[config.mk]
export PLATFORM = sky130hd
export DESIGN_NAME = fetch_stage
export DESIGN_NICKNAME = d
export VERILOG_FILES = /design/src/rtl/cpu_pkg.sv /design/src/rtl/fetch_skid_buf.sv /design/src/rtl/fetch_stage.sv
export SDC_FILE = /design/constraint.sdc
export NUM_CORES = 1
export LEC_CHECK = 0
export ABC_AREA = 1
export CORE_MARGIN = 2
export CORE_UTILIZATION = 62
export CTS_BUF_LIST = sky130_fd_sc_hd__clkbuf_16
export CTS_CLUSTER_SIZE = 40
export DETAILED_ROUTE_END_ITERATION = 8
export DONT_BUFFER_PORTS = 1
export GPL_ROUTABILITY_DRIVEN = 0
export GPL_TIMING_DRIVEN = 1
export PLACE_DENSITY = 0.83
export SYNTH_ARGS = -nofsm -noshare
export SYNTH_HDL_FRONTEND = slang
export SYNTH_SLANG_ARGS = --single-unit
[constraint.sdc]
create_clock -name clk -period 3.77 [get_ports clk]
set_input_delay 0.754 -clock clk [delete_from_list [all_inputs] [get_ports clk]]
set_output_delay 0.754 -clock clk [all_outputs]
set_load 0.03 [all_outputs]
[src/rtl/cpu_pkg.sv]
// Shared CPU-wide constants and small helpers used by the pipeline stages.
package cpu_pkg;

  localparam int          XLEN      = 32;
  localparam logic [31:0] NOP_INSTR = 32'h0000_0013;
  localparam logic [31:0] PC_STEP   = 32'd4;

  // Instruction addresses are word aligned; the low two bits are dropped.
  function automatic logic [XLEN-1:0] align_pc(input logic [XLEN-1:0] addr);
    return {addr[XLEN-1:2], 2'b00};
  endfunction

endpackage

[src/rtl/fetch_skid_buf.sv]
// One-entry skid buffer holding an instruction that landed while decode stalled.
module fetch_skid_buf
  import cpu_pkg::*;
(
  input  logic            clk,
  input  logic            rst_n,
  input  logic            load_i,
  input  logic            drain_i,
  input  logic            flush_i,
  input  logic [XLEN-1:0] pc_i,
  input  logic [XLEN-1:0] instr_i,
  output logic            valid_o,
  output logic [XLEN-1:0] pc_o,
  output logic [XLEN-1:0] instr_o
);

  logic            valid_q, valid_d;
  logic [XLEN-1:0] pc_q, instr_q;

  // Next occupancy: flush wins over load, load and drain never coincide.
  always_comb begin
    valid_d = valid_q;
    if (load_i)  valid_d = 1'b1;
    if (drain_i) valid_d = 1'b0;
    if (flush_i) valid_d = 1'b0;
  end

  // Occupancy flag register; only control state is reset.
  always_ff @(posedge clk) begin
    if (!rst_n) valid_q <= 1'b0;
    else        valid_q <= valid_d;
  end

  // Payload capture; contents are meaningless while the entry is empty.
  always_ff @(posedge clk) begin
    if (load_i && !flush_i) begin
      pc_q    <= pc_i;
      instr_q <= instr_i;
    end
  end

  assign valid_o = valid_q;
  assign pc_o    = pc_q;
  assign instr_o = instr_q;

endmodule

[src/rtl/fetch_stage.sv]
// Instruction-fetch stage: PC, memory request issue, skid handling and IF/ID register.
module fetch_stage
  import cpu_pkg::*;
#(
  parameter logic [31:0] RESET_PC = 32'h0000_0000
) (
  input  logic        clk,
  input  logic        rst_n,
  output logic [31:0] instr_addr,
  output logic        instr_req,
  input  logic [31:0] instr,
  input  logic        stall,
  input  logic        redirect_valid,
  input  logic [31:0] redirect_pc,
  output logic        if_id_valid,
  output logic [31:0] if_id_instr,
  output logic [31:0] if_id_pc
);

  logic [XLEN-1:0] pc_q, pc_d;
  logic            inf_valid_q, inf_valid_d;
  logic [XLEN-1:0] inf_pc_q, inf_pc_d;
  logic            ifid_valid_q, ifid_valid_d;
  logic [XLEN-1:0] ifid_instr_q, ifid_instr_d;
  logic [XLEN-1:0] ifid_pc_q, ifid_pc_d;

  logic            skid_valid, skid_load, skid_drain, skid_flush;
  logic [XLEN-1:0] skid_pc, skid_instr;
  logic            issue;

  // A redirect always issues its target; otherwise stop issuing once a stalled
  // decode already has one instruction landing or parked.
  assign instr_addr = redirect_valid ? align_pc(redirect_pc) : pc_q;
  assign issue      = rst_n & (redirect_valid | ~(stall & (inf_valid_q | skid_valid)));
  assign instr_req  = issue;

  // Park the landing instruction while stalled; release it first on unstall.
  assign skid_load  = ~redirect_valid & stall & inf_valid_q;
  assign skid_drain = ~redirect_valid & ~stall & skid_valid;
  assign skid_flush = redirect_valid;

  fetch_skid_buf u_skid (
    .clk     (clk),
    .rst_n   (rst_n),
    .load_i  (skid_load),
    .drain_i (skid_drain),
    .flush_i (skid_flush),
    .pc_i    (inf_pc_q),
    .instr_i (instr),
    .valid_o (skid_valid),
    .pc_o    (skid_pc),
    .instr_o (skid_instr)
  );

  // Next PC / in-flight tag and IF/ID load selection.
  always_comb begin
    pc_d         = pc_q;
    inf_valid_d  = issue;
    inf_pc_d     = inf_pc_q;
    ifid_valid_d = ifid_valid_q;
    ifid_instr_d = ifid_instr_q;
    ifid_pc_d    = ifid_pc_q;
    if (issue) begin
      pc_d     = instr_addr + PC_STEP;
      inf_pc_d = instr_addr;
    end
    if (redirect_valid) begin
      ifid_valid_d = 1'b0;
    end else if (!stall) begin
      if (skid_valid) begin
        ifid_valid_d = 1'b1;
        ifid_instr_d = skid_instr;
        ifid_pc_d    = skid_pc;
      end else if (inf_valid_q) begin
        ifid_valid_d = 1'b1;
        ifid_instr_d = instr;
        ifid_pc_d    = inf_pc_q;
      end else begin
        ifid_valid_d = 1'b0;
      end
    end
  end

  // Fetch state registers with synchronous active-low reset.
  always_ff @(posedge clk) begin
    if (!rst_n) begin
      pc_q         <= RESET_PC;
      inf_valid_q  <= 1'b0;
      ifid_valid_q <= 1'b0;
      ifid_instr_q <= NOP_INSTR;
      ifid_pc_q    <= '0;
    end else begin
      pc_q         <= pc_d;
      inf_valid_q  <= inf_valid_d;
      ifid_valid_q <= ifid_valid_d;
      ifid_instr_q <= ifid_instr_d;
      ifid_pc_q    <= ifid_pc_d;
    end
  end

  // In-flight address tag; only meaningful while inf_valid_q is set.
  always_ff @(posedge clk) begin
    inf_pc_q <= inf_pc_d;
  end

  assign if_id_valid = ifid_valid_q;
  assign if_id_instr = ifid_instr_q;
  assign if_id_pc    = ifid_pc_q;

endmodule

==> impl_metrics.py, run 1 <==
metrics = {
    "placement": {
        "dp_slack_ns": 1.23,
        "io_buffers": 0,
        "hpwl_um": 11000,
    },
    "floorplanning": {
        "fp.coreArea_um2": 12700,
        "die_x_um": 119,
        "start_util_pct": 64.2,
        "std_cell_rows": 41,
        "io_pins": 166,
        "die_area_um2": 14100,
        "die_height_um": 119,
    },
    "hold_path": {
        "hold_class": "input pin to flop",
        "hold_path_startpoint": "instr[11]",
        "holdPathStages": 0,
        "holdPathEnd": "u_skid.instr_o[11]$_DFFE_PP_",
    },
    "yosys": {
        "async_reset_ff_share_pct": 0,
        "synth.distinct_cells": 34,
        "synth_edf_count": 96,
        "ys_top_cells_by_area": "edfxtp_1 35%, dfxtp_1 24%, mux2i_1 7.5%, nand2_1 7.3%, o21ai_0 4.8%",
        "synth.top_cell.area_share_pct": 35.3,
        "ys_top_cells_by_count": "159 x nand2_1, 99 x dfxtp_1, 96 x edfxtp_1",
        "yosysMostFrequentCell": "nand2_1",
        "synth_area_um2": 8160,
        "ys_ff_latch": 195,
        "synth-main-ff-cell": "dfxtp_1",
        "syn_nets": 866,
        "yosys_warnings": 0,
        "avgSynthCellArea_um2": 10.2,
        "ys_seq_area_share_pct": 59.6,
        "synth_cells": 797,
        "synth_area_leader_cell": "edfxtp_1",
    },
    "critical_path": {
        "cp-start-kind": "input pin",
        "crit-reg2reg-launch": "u_skid.valid_o$_SDFFE_PP0N_",
        "critical_path_class": "input pin to output port",
        "r2r_cells": 7,
        "crit_required_ns": 3.02,
        "r2r_slack_ns": 1.66,
        "critical_path.max_fanout": 37,
        "end_kind": "output port",
        "crit_arrival_ns": 1.57,
        "regToRegEndpoint": "pc_q[5]$_SDFFE_PN0P_",
    },
    "grt": {
        "grt_pass1_wl_um": 27500,
        "gr-usage-all-layers_pct": 24.6,
        "globalRouteOverflowTotal": 0,
        "antenna_found_initial": 0,
        "grt_max_degree": 74,
        "grt_pass1_vias": 5400,
    },
    "timing": {
        "fin_crit_sh_pct": 61.7,
        "setup_viol": 0,
        "rsz0062_at_grt": "no",
        "skew_ns": 0.00613,
        "drv_slew": 0,
        "tightest_slew_ns": 1.12,
        "setup_ws_ns": 1.44,
        "tns_ns": 0,
        "fmaxAchievable_mhz": 430,
        "min_period_ns": 2.33,
        "slew_headroom_pct": 25.6,
        "hold_viol_final": 0,
    },
    "power": {
        "ir_drop_mv": 0.335,
        "p_per_area_nw_per_um2": 508,
        "leakagePower_nw": 3.28,
    },
    "status": {
        "status": "completed",
    },
    "final_layout": {
        "ff_latch_area_um2": 4870,
        "areaGrowthSynthToFinish_pct": 7.39,
        "fin_nets": 852,
        "antennaDiodeCount": 0,
        "fillCellCount": 963,
        "multi_input_area_um2": 2940,
        "drive_gt1_share_pct": 13.5,
    },
    "route": {
        "routed-via-count": 5500,
        "drc": 0,
        "drt-total-wl_um": 16800,
        "viasPerCell": 5.69,
        "avgRoutedWirePerCell_um": 17.4,
        "ant_nets": 0,
        "firstDrtPassIters": 6,
        "drtIter0Drc": 485,
    },
    "flow_run": {
        "max_cap_violations": 0,
    },
    "cts": {
        "cts.path.max_buffers": 2,
        "cts_buffers": 17,
        "cts_resized": 0,
        "cts_root_buf": "clkbuf_16",
        "htree_num_levels": 4,
        "clkTransAtPathRegs_ns": 0.06,
        "clock-sinks": 195,
        "cts_tree": "yes",
        "worstSkewPairLatency_ns": 0.42,
        "post_cts_buffers": 0,
        "hold_buffers": 0,
    },
}
cell families after synthesis:
group	synth area share [%]
AND/OR/NAND/NOR	17.5
flip-flops	59.6
AO/OA/AOI/OAI	10.0
buffers and inverters	4.52
multiplexers	7.48
XOR/XNOR	0.751
adder cells (fa/ha/maj)	0.153
per-layer routing:
layer  vias up  part of all wire, %  global-route usage, %  wire, µm
li1       2675                    -                      -         -
met1      2590                   41                   30.8      6960
met2       210                   47                   39.7      7970
met3        25                  9.0                   8.20      1510
met4         0                  2.0                   8.85       341
met5         -                    0                      0         0
per-stage QoR:
| step | instance area [µm²] | hold WS, ns | power, mW | utilization [%] | cells |
|---|---|---|---|---|---|
| after floorplan | 8160 | 0.417 | 2.82 | - | 797 |
| after global placement | 8240 | 0.427 | 2.87 | 64.8 | 936 |
| after detailed placement | 8240 | 0.434 | 2.89 | 64.8 | 936 |
| after CTS | 8770 | 0.409 | 4.49 | 68.9 | 967 |
| after global routing | 8770 | 0.408 | 4.61 | 68.9 | 967 |
| final | 8770 | 0.427 | 4.46 | 68.9 | 967 |
how the worst max path moves through the flow:
stage / startpoint / endpoint / cells past startpoint
after floorplan: redirect_valid / u_skid.instr_o[0]$_DFFE_PP_ / 5
after global placement: redirect_valid / pc_q[22]$_SDFFE_PN0P_ / 13
after detailed placement: redirect_valid / pc_q[20]$_SDFFE_PN0P_ / 11
after CTS: u_skid.valid_o$_SDFFE_PP0N_ / instr_req / 3
after global routing: u_skid.valid_o$_SDFFE_PP0N_ / instr_req / 3
final: redirect_valid / instr_addr[31] / 4
report_power, final:
part	internal, mW	switching (mW)
clock	0.889	0.722
combinational	0.0999	0.262
sequential	2.35	0.138
final cells by class:
type / count / share of cell area [%]
multi-input cells: 527 / 33.6
inverters: 35 / 1.56
flip-flops and latches: 195 / 55.5
clock inverters: 14 / 1.14
clock buffers: 17 / 4.85
repair buffers: 7 / 0.885
well taps: 172 / 2.46
sequential cells by signal (all words and copies together), names as in the netlist:
signal	cells
u_skid.instr_o	32
inf_pc_q	32
inf_valid_q	1
if_id_pc	32
if_id_instr	32
if_id_valid	1
u_skid.pc_o	32
pc_q	32
u_skid.valid_o	1
placed cells by master (no fill, tap or decap), types with 2 or more instances in the layout:
master	Yosys	layout
nand2_1	159	159
dfxtp_1	99	98
edfxtp_1	96	96
o21ai_0	78	78
a21oi_1	71	71
mux2i_1	61	61
nor2_1	47	46
nand2_2	39	39
inv_1	33	35
nand3_1	19	19
clkbuf_16	0	17
nor2_2	13	12
nand2_4	9	9
nor2_4	5	7
xor2_1	7	7
o21ai_1	5	5
buf_4	0	5
clkinv_1	1	4
clkinv_2	0	4
o211ai_1	3	3
clkinvlp_4	0	3
nor2_8	2	2
buf_12	1	2
worst max-delay path, cell delays in order:
cell     delay [ns]
inv_6          0.22
or2_2          0.17
o21ai_0        0.10
inv_1          0.31
No activity file was read; power rests on OpenSTA's default activity.
==> inputs of run 2 (changes only) <==
Clock period 3.77 ns to 2.3 ns, I/O delays scaled along.
==> run 2 against run 1 <==
Count of clock-buffer cells in the layout is 1 higher. Largest cell class unchanged. Final cell count is 2.1% higher. Via count is 2.9% higher.
==> impl_metrics.py, run 2 (synthesis results as in run 1) <==
metrics = {
    "status": {
        "status": "completed",
    },
    "floorplanning": {
        "die_height_um": 119,
        "start_util_pct": 64.2,
        "std_cell_rows": 41,
        "fp.coreArea_um2": 12700,
        "io_pins": 166,
        "die_x_um": 119,
        "die_area_um2": 14100,
    },
    "power": {
        "fin_total_pwr_mw": 7.51,
        "p_per_area_nw_per_um2": 839,
        "leakagePower_nw": 3.39,
        "ir_drop_mv": 0.487,
    },
    "placement": {
        "hpwl_um": 11800,
        "io_buffers": 0,
        "dp_slack_ns": -0.138,
        "dpl_cell_area_um2": 8380,
    },
    "route": {
        "routed-via-count": 5658,
        "viasPerCell": 5.73,
        "ant_nets": 0,
        "drc": 0,
        "avgRoutedWirePerCell_um": 18.1,
        "firstDrtPassIters": 5,
        "drt-total-wl_um": 17800,
        "drtIter0Drc": 538,
    },
    "cts": {
        "cts_tree": "yes",
        "htree_num_levels": 4,
        "cts_buffers": 17,
        "cts.path.max_buffers": 2,
        "cts_resized": 0,
        "worstSkewPairLatency_ns": 0.43,
        "post_cts_buffers": 0,
        "clkTransAtPathRegs_ns": 0.07,
        "cts_root_buf": "clkbuf_16",
        "clock-sinks": 195,
    },
    "timing": {
        "fmaxAchievable_mhz": 488,
        "slew_headroom_pct": 26.2,
        "fin_crit_sh_pct": 89.0,
        "skew_ns": 0.00807,
        "hold_viol_final": 0,
        "setup_viol": 0,
        "rsz0062_at_grt": "no",
        "tightest_slew_ns": 1.11,
        "min_period_ns": 2.05,
        "setup_ws_ns": 0.253,
        "tns_ns": 0,
        "drv_slew": 0,
    },
    "final_layout": {
        "final_util_pct": 70.4,
        "fillCellCount": 926,
        "areaGrowthSynthToFinish_pct": 9.70,
        "postLayoutCellArea_um2": 8950,
        "multi_input_area_um2": 2970,
        "final_cell_mix": "159 x nand2_1, 98 x dfxtp_1, 96 x edfxtp_1",
        "final_common_cell": "nand2_1",
        "drive_gt1_share_pct": 15.8,
        "ff_latch_area_um2": 4870,
        "fin_nets": 871,
        "antennaDiodeCount": 0,
    },
    "grt": {
        "gr-usage-all-layers_pct": 25.7,
        "grt_pass1_wl_um": 28500,
        "grt_max_degree": 127,
        "antenna_found_initial": 0,
        "grt_pass1_vias": 5565,
        "globalRouteOverflowTotal": 0,
    },
    "critical_path": {
        "cp-start-kind": "flop",
        "critical_path.max_fanout": 4,
        "end_kind": "flop",
        "crit_required_ns": 2.66,
        "crit_arrival_ns": 2.40,
        "critical_path_class": "flop to flop",
    },
    "hold_path": {
        "hold_class": "input pin to flop",
    },
    "flow_run": {
        "max_cap_violations": 0,
    },
}
==> run 2: changes by cell type in the layout (fill, tap and decap cells not counted), sizes merged <==
cell and delta:
buf +17, clkbuf +1, clkinv -1, inv +1
nor2 +2
==> run 2: power breakdown <==
| part | total [mW] | internal (mW) | switching [mW] |
|---|---|---|---|
| clock | 2.80 | 1.54 | 1.25 |
| sequential | 4.07 | 3.85 | 0.228 |
| combinational | 0.641 | 0.195 | 0.446 |
==> run 2: what timing repair did <==
action,CTS,global route
setup endpoints to repair,11,2
pin swaps,1,1
cloned,1,1
hold buffers,0,0
==> run 2: routing by layer <==
layer  GRT usage, %  part of all wire (%)  vias to the layer above
met5              0                     0                        -
met4           11.0                   2.4                        0
met3           7.58                   8.7                       39
met2           41.3                    49                      253
met1           32.4                    40                     2639
li1               -                     -                     2727
==> run 2: critical path: stages (launching register included) <==
cell	delay (ns)
dfxtp_1	0.33
inv_1	0.07
o21ai_4	0.30
ha_1	0.25
nand2_1	0.09
nor2_2	0.17
nand2_1	0.13
nor2_2	0.22
nand2_1	0.11
nand2_1	0.09
nand2_1	0.05
o21ai_1	0.16
==> run 2: final timing paths <==
kind / startpoint / slack [ns] / cells after the start / to
max: pc_q[2]$_SDFFE_PN0P_ / 0.25 / 11 / pc_q[24]$_SDFFE_PN0P_
max reg2reg: pc_q[2]$_SDFFE_PN0P_ / 0.25 / 11 / pc_q[24]$_SDFFE_PN0P_
min: instr[31] / 0.13 / 0 / u_skid.instr_o[31]$_DFFE_PP_
min reg2reg: inf_pc_q[22]$_DFFE_PP_ / 0.45 / 0 / u_skid.pc_o[22]$_DFFE_PP_
==> run 2: through the flow <==
step,hold slack (ns),cells
after floorplan,0.417,797
after global placement,0.427,953
after detailed placement,0.432,953
after CTS,0.109,986
after global routing,0.101,987
final,0.126,987
==> run 2: area by class of cell <==
cell class,instances,area share [%]
Sequential cell,195,54.4
Multi-Input combinational cell,529,33.1
Clock buffer,18,5.03
Tap cell,172,2.40
Timing Repair Buffer,24,2.29
Inverter,35,1.52
Clock inverter,14,1.26
==> inputs of run 3 (changes only) <==
Settings changed: RECOVER_POWER from default to 50.
==> run 3 against run 2 <==
Clock power about the same. Final area down 1.2%. Via count up 0.19%. Critical path type unchanged. Power down 0.33%. Clock skew about the same. First-iteration DRC count down 4.5%. Hold slack better by 0.0019 ns. Wire length up 0.39%. Largest power group unchanged.
==> impl_metrics.py, run 3 (synthesis results as in run 1) <==
metrics = {
    "cts": {
        "cts_buffers": 17,
        "cts_root_buf": "clkbuf_16",
        "cts_tree": "yes",
        "htree_num_levels": 4,
        "cts.path.max_buffers": 2,
        "hold_buffers": 0,
        "clock-sinks": 195,
        "worstSkewPairLatency_ns": 0.43,
        "clkTransAtPathRegs_ns": 0.07,
    },
    "critical_path": {
        "critical_path_class": "flop to flop",
        "cp-start-kind": "flop",
        "crit_arrival_ns": 2.41,
        "end_kind": "flop",
        "crit_required_ns": 2.66,
        "critical_path.max_fanout": 4,
    },
    "floorplanning": {
        "die_area_um2": 14100,
        "fp.coreArea_um2": 12700,
        "std_cell_rows": 41,
        "die_x_um": 119,
        "die_height_um": 119,
        "io_pins": 166,
        "start_util_pct": 64.2,
    },
    "route": {
        "viasPerCell": 5.74,
        "avgRoutedWirePerCell_um": 18.1,
        "drc": 0,
        "routed-via-count": 5669,
        "drt-total-wl_um": 17900,
        "firstDrtPassIters": 5,
        "ant_nets": 0,
        "wl_met3_um": 1520,
        "top_layer": "met4",
        "routedLengthMet1_um": 7250,
        "wl_met2_um": 8730,
        "drtIter0Drc": 514,
    },
    "timing": {
        "fin_crit_sh_pct": 89.1,
        "tightest_slew_ns": 1.11,
        "slew_headroom_pct": 25.8,
        "fmaxAchievable_mhz": 488,
        "drv_slew": 0,
        "tns_ns": 0,
        "setup_ws_ns": 0.251,
        "min_period_ns": 2.05,
        "setup_viol": 0,
        "rsz0062_at_grt": "no",
        "skew_ns": 0.00788,
        "hold_viol_final": 0,
    },
    "placement": {
        "io_buffers": 0,
        "hpwl_um": 11800,
        "dp_slack_ns": -0.138,
        "dpl_cell_area_um2": 8380,
        "placed_cells": 953,
    },
    "power": {
        "power.share.switching_pct": 25.7,
        "p_comb_share_pct": 8.2,
        "p_clk_share_pct": 37.4,
        "leakagePower_nw": 3.35,
        "p_int_mw": 5.57,
        "power_switching_mw": 1.92,
        "fin_total_pwr_mw": 7.49,
        "ir_drop_mv": 0.486,
        "pwr-share-seq_pct": 54.4,
        "p_per_area_nw_per_um2": 847,
    },
    "grt": {
        "globalRouteOverflowTotal": 0,
        "gr-usage-all-layers_pct": 25.7,
        "grt_pass1_wl_um": 28500,
        "grt_max_degree": 127,
        "antenna_found_initial": 0,
        "grt_pass1_vias": 5565,
    },
    "final_layout": {
        "fin_cells": 987,
        "fin_nets": 871,
        "areaGrowthSynthToFinish_pct": 8.37,
        "final_common_cell": "nand2_1",
        "final_cell_mix": "176 x nand2_1, 98 x dfxtp_1, 96 x edfxtp_1",
        "antennaDiodeCount": 0,
        "postLayoutCellArea_um2": 8850,
        "drive_gt1_share_pct": 12.6,
        "fillCellCount": 956,
    },
    "status": {
        "status": "completed",
    },
    "hold_path": {
        "hold_class": "input pin to flop",
    },
    "flow_run": {
        "max_cap_violations": 0,
    },
}
-- run 3: cell count changes in the layout (fill, tap and decap cells not counted), sizes merged --
cell / before / now
buf: 24 / 14
clkbuf: 18 / 28
-- run 3: path summary, 6_finish.rpt --
check	from	end	slack (ns)	depth (start not counted)
worst min register to register	inf_pc_q[22]$_DFFE_PP_	u_skid.pc_o[22]$_DFFE_PP_	0.45	0
worst max register to register	pc_q[2]$_SDFFE_PN0P_	pc_q[24]$_SDFFE_PN0P_	0.25	11
worst max-delay path	pc_q[2]$_SDFFE_PN0P_	pc_q[24]$_SDFFE_PN0P_	0.25	11
worst min-delay path	instr[31]	u_skid.instr_o[31]$_DFFE_PP_	0.13	0
-- run 3: per-layer routing --
metal | vias to the layer above | GRT usage (%)
li1 | 2733 | -
met1 | 2652 | 32.4
met2 | 249 | 41.3
met3 | 35 | 7.58
met4 | 0 | 11.0
met5 | - | 0
-- run 3: stage by stage --
step,hold slack (ns),util (%)
CTS,0.109,70.3
global placement,0.427,65.9
floorplan,0.417,-
global route,0.101,69.5
detailed placement,0.432,65.9
finish,0.128,69.5
-- run 3: area by class of cell --
| type | instances | area [µm²] | share of cell area, % |
|---|---|---|---|
| clock buffer | 18 | 450 | 5.09 |
| clock inverter | 14 | 113 | 1.27 |
| inverter | 35 | 136 | 1.54 |
| multi-input combinational | 529 | 2900 | 32.8 |
| sequential | 195 | 4870 | 55.0 |
| tap | 172 | 215 | 2.43 |
| timing repair buffer | 24 | 159 | 1.80 |
-- run 3: what timing repair did --
item,CTS,global route
setup endpoints to repair,11,2
pin swaps,1,1
gates resized for setup,0,0
setup buffers,0,0
cloned,1,1
hold endpoints to repair,0,0
-- run 3: critical path: stages (launching register included) --
cell	delay (ns)
dfxtp_1	0.33
inv_1	0.08
o21ai_4	0.30
ha_1	0.25
nand2_1	0.09
nor2_2	0.17
nand2_1	0.13
nor2_2	0.22
nand2_1	0.11
nand2_1	0.09
nand2_1	0.05
o21ai_1	0.16
-- run 3: power groups by stage --
stage / registers, mW / logic (mW) / clock network [mW]
after CTS: 4.07 / 0.638 / 2.83
after global routing: 4.09 / 0.675 / 2.98
after global placement: 4.14 / 0.602 / 0
after floorplan: 4.11 / 0.515 / 0
after detailed placement: 4.15 / 0.630 / 0
final: 4.08 / 0.614 / 2.80
